<file path="config.mk">
export PLATFORM = sky130hd
export DESIGN_NAME = alu_arbiter
export DESIGN_NICKNAME = d
export VERILOG_FILES = /design/src/rtl/alu_arbiter.sv
export SDC_FILE = /design/constraint.sdc
export NUM_CORES = 1
export LEC_CHECK = 0
export BUFFER_PORTS_ARGS = -buffer_cell sky130_fd_sc_hd__buf_4
export CAP_MARGIN = 15
export CORE_UTILIZATION = 32
export DETAILED_ROUTE_END_ITERATION = 12
export GPL_ROUTABILITY_DRIVEN = 1
export MAX_ROUTING_LAYER = met4
export PLACE_DENSITY = 0.55
export REMOVE_ABC_BUFFERS = 1
export SYNTH_ARGS = -nofsm -noshare
export SYNTH_HDL_FRONTEND = slang
export SYNTH_SLANG_ARGS = --single-unit
</file>
<file path="constraint.sdc">
create_clock -name clk -period 4.6 [get_ports clk]
set_input_delay 0.46 -clock clk [delete_from_list [all_inputs] [get_ports clk]]
set_output_delay 0.46 -clock clk [all_outputs]
set_load 0.01 [all_outputs]
</file>
<file path="src/rtl/alu_arbiter.sv">
// alu_arbiter: round-robin arbiter sequencing two requesters onto one shared signed ALU
module alu_arbiter #(
  parameter int ALU_LAT = 1
) (
  input  logic              clk,
  input  logic              rst,
  input  logic [1:0]        req_valid,
  output logic [1:0]        req_ready,
  input  logic [6:0]        req0_cmd,
  input  logic [6:0]        req1_cmd,
  input  logic signed [4:0] req0_A,
  input  logic signed [4:0] req0_B,
  input  logic signed [4:0] req1_A,
  input  logic signed [4:0] req1_B,
  output logic              ALU_en,
  output logic              a_en,
  output logic              b_en,
  output logic [2:0]        a_op,
  output logic [1:0]        b_op,
  output logic signed [4:0] A,
  output logic signed [4:0] B,
  input  logic signed [5:0] c,
  output logic              rsp_valid,
  input  logic              rsp_ready,
  output logic              rsp_id,
  output logic signed [5:0] rsp_c,
  output logic              busy
);
  typedef enum logic [1:0] {IDLE, ISSUE, WAIT, RESP} state_t;
  state_t                r_state;
  logic                  r_last;
  logic                  r_id;
  logic [2:0]            r_cnt;
  logic                  w_win;
  logic [6:0]            w_cmd;
  logic signed [4:0]     w_A;
  logic signed [4:0]     w_B;
  // winner is the lone valid requester, or the one not served last on a tie
  always_comb begin
    w_win = &req_valid ? ~r_last : req_valid[1];
    w_cmd = w_win ? req1_cmd : req0_cmd;
    w_A = w_win ? req1_A : req0_A;
    w_B = w_win ? req1_B : req0_B;
    req_ready = (r_state == IDLE && |req_valid) ? (w_win ? 2'b10 : 2'b01) : 2'b00;
  end
  assign busy = r_state != IDLE;
  // sequencer: accept, pulse ALU_en, count latency, capture c, hold response
  always_ff @(posedge clk or posedge rst)
    if (rst) begin
      r_state <= IDLE;
      r_last <= 1'b1;
      r_id <= 1'b0;
      r_cnt <= 3'd0;
      ALU_en <= 1'b0;
      a_en <= 1'b0;
      b_en <= 1'b0;
      a_op <= 3'd0;
      b_op <= 2'd0;
      A <= 5'sd0;
      B <= 5'sd0;
      rsp_valid <= 1'b0;
      rsp_id <= 1'b0;
      rsp_c <= 6'sd0;
    end else
      case (r_state)
        IDLE:
          if (|req_valid) begin
            {a_en, b_en, a_op, b_op} <= w_cmd;
            A <= w_A;
            B <= w_B;
            r_id <= w_win;
            ALU_en <= 1'b1;
            r_state <= ISSUE;
          end
        ISSUE: begin
          ALU_en <= 1'b0;
          a_en <= 1'b0;
          b_en <= 1'b0;
          r_cnt <= 3'(ALU_LAT);
          r_state <= WAIT;
        end
        WAIT: begin
          r_cnt <= r_cnt - 3'd1;
          if (r_cnt == 3'd1) begin
            rsp_c <= c;
            rsp_id <= r_id;
            rsp_valid <= 1'b1;
            r_state <= RESP;
          end
        end
        default:
          if (rsp_ready) begin
            rsp_valid <= 1'b0;
            r_last <= rsp_id;
            r_state <= IDLE;
          end
      endcase
endmodule

</file>
==> impl_metrics.ini <==
[global_route]
overflow = 0
use_met3 = 0.0384
antenna_found_initial = 0
grt_pass1_wl_um = 6440
grt_use_met2 = 0.261
grt.busiest_layer = met2
use_met1 = 0.201
grt_max_degree = 34
grt_usage = 0.164
grt_pass1_vias = 1402

[clocking]
clk-insertion-delay-late_ns = 0.28
clock-sinks = 33
cts_max_level = 2
cts_max_path_buffers = 2
cts.repair.resized = 0
cts_made_buffers = 5
clock-root-buffer = clkbuf_8
cts_tree = built
holdBufCountCts = 0
clk_pin_slew_ns = 0.06
postCtsSetupBuffers = 0

[outcome]
status = complete, no violations

[synthesis]
synth-async-reset-ratio = 1.00
synth_ff_type = dfrtp_1
synth_top_area_share = 0.491
ys_ff_latch = 33
syn_area_um2 = 1630
avgSynthCellArea_um2 = 12.1
ys_top_cells_by_area = dfrtp_1, a221o_1, mux2_2
synth.distinct_cells = 27
synth_common_cells = dfrtp_1, and2_1, a221o_1, mux2_2
yosysSeqAreaShare = 0.507
synth_top_area_cell = dfrtp_1
synth_edf_count = 0
post_synth_inst_count = 135
ys_warn_count = 0
yosysMostFrequentCell = dfrtp_1

[setup_path]
endpoint_kind = primary output
rr_worst_depth = 5
path_class = reg2out
crit_fanout = 17
crit_arrival_ns = 2.19
cp-start-kind = flip-flop
worstPathRequired_ns = 4.14

[worst_hold_path]
min_path_type = in2async

[placement]
place_hpwl_um = 3000
dpl-instance-area_um2 = 2210
gp_congestion = 0.872
portBuffers = 73

[routing]
via_per_inst = 5.00
drt_first_pass_iters = 4
vias = 1390
totalWireLength_um = 3990
drt_iter0_markers = 66
wl_per_cell_um = 14.4
route.detailed.drc = 0
route.antenna.remaining_nets = 0

[sta]
tns_ns = 0
fmax_mhz = 377
rsz0062_at_grt = no
skew_ns = 0.00606
maxSlewHeadroom = 0.415
timing.final.crit_share = 0.576
fin_crit_ns = 2.65
hold_violations = 0
finalMaxSlewViolations = 0
tightestPinTransition_ns = 0.872
setup_viol_count_final = 0

[layout]
antenna_cells = 0
nets = 263
layout-drive-gt1-share = 0.450
areaGrowthSynthToFinish_pct = 42.6
stdcell_area_um2 = 2330

[power_and_ir_drop]
seq_power_share = 0.333
swShare = 0.342
clock_power_share = 0.180
net-switching-power_uw = 529
leakagePower_nw = 1.13
power_density_nw_per_um2 = 665
p_comb_frac = 0.487
vdd_drop_max_uv = 306
intPower_mw = 1.02

[die]
core.rowCount = 25
core_um2 = 4820
io_pins = 74
die-area_um2 = 5390
start_util = 0.339
die_w_um = 73.4
dieHeight_um = 73.4

[flow_run]
max_cap_violations = 0
## registers in the layout (all words and copies together), names as in the netlist
name	flops
r_last	1
rsp_c	6
b_op	2
r_cnt	3
a_en	1
ALU_en	1
a_op	3
r_state	2
rsp_valid	1
r_id	1
A	5
b_en	1
B	5
rsp_id	1
## power by group through the flow
| stage | registers, mW | clock network [mW] | logic, mW |
|---|---|---|---|
| floorplan | 0.552 | 0 | 0.405 |
| global route | 0.534 | 0.303 | 0.835 |
| global placement | 0.509 | 0 | 0.741 |
| finish | 0.515 | 0.278 | 0.754 |
| CTS | 0.516 | 0.290 | 0.765 |
| detailed placement | 0.518 | 0 | 0.761 |
## routing by layer
layer	wire length, um	share of wire
met1	1650	0.41
met4	82	0.021
met3	206	0.052
met5	0	0
met2	2050	0.51
## per-stage QoR
| step | utilization | instances | hold WS [ns] | setup WS [ns] | total power, mW |
|---|---|---|---|---|---|
| after floorplan | - | 129 | 0.446 | 2.75 | 0.957 |
| after global placement | 0.459 | 270 | 0.463 | 2.36 | 1.25 |
| after detailed placement | 0.459 | 270 | 0.466 | 2.26 | 1.28 |
| after CTS | 0.483 | 278 | 0.281 | 1.95 | 1.57 |
| after global routing | 0.483 | 278 | 0.312 | 1.79 | 1.67 |
| final | 0.483 | 278 | 0.270 | 1.95 | 1.55 |
## worst paths after layout
kind                                 start           end  slack, ns
worst max-delay path            r_state[0]  req_ready[1]       1.95
worst min-delay path                   rst     rsp_valid       0.27
worst max register to register  r_state[0]          B[1]       2.59
worst min register to register        r_id          r_id       0.49
max in group asynchronous              rst        r_last       4.01
min in group clk                 req0_A[3]          A[3]       0.40
## layout make-up
class	count	area [um^2]
multi-input cells	88	714
clock buffers	7	86.3
inverters	8	30.0
fillers	460	2490
flip-flops and latches	33	827
repair buffers	74	556
well taps	67	83.8
clock inverters	1	30.0
## kinds of logic (layout without fill, tap and decap cells)
kind of cell,after synthesis,in the layout,share of synthesized area
buf+inv,14,90,0.0552
compound gates,31,31,0.157
flops,33,33,0.507
fa+ha+maj,8,8,0.0614
simple gates,39,39,0.150
mux,10,10,0.0690
## layout by cell type, fill, tap and decap left out
cell type,n
dfstp_2,1
ha_1,8
nand2_1,3
and2_4,3
and2_1,16
bufinv_16,1
a21o_1,1
a221o_1,15
inv_1,8
o22ai_1,1
o21ai_1,1
a211oi_1,2
clkbuf_1,1
nand3_1,2
o2bb2ai_1,3
clkbuf_8,6
nand4b_1,4
o21ai_0,5
o311ai_0,1
nor3_1,2
mux2_2,10
dfrtp_1,32
a21oi_1,1
nor2_1,3
nor3b_1,1
nand3b_1,2
a21boi_0,1
buf_4,74
nand2b_1,3
## critical path: stages, from the launching register on
cell and delay, ns:
dfrtp_1 0.42, inv_1 0.14, ha_1 0.35, and2_4 0.21
and2_1 0.55, buf_4 0.24
Power figures use the tool's default switching activity.
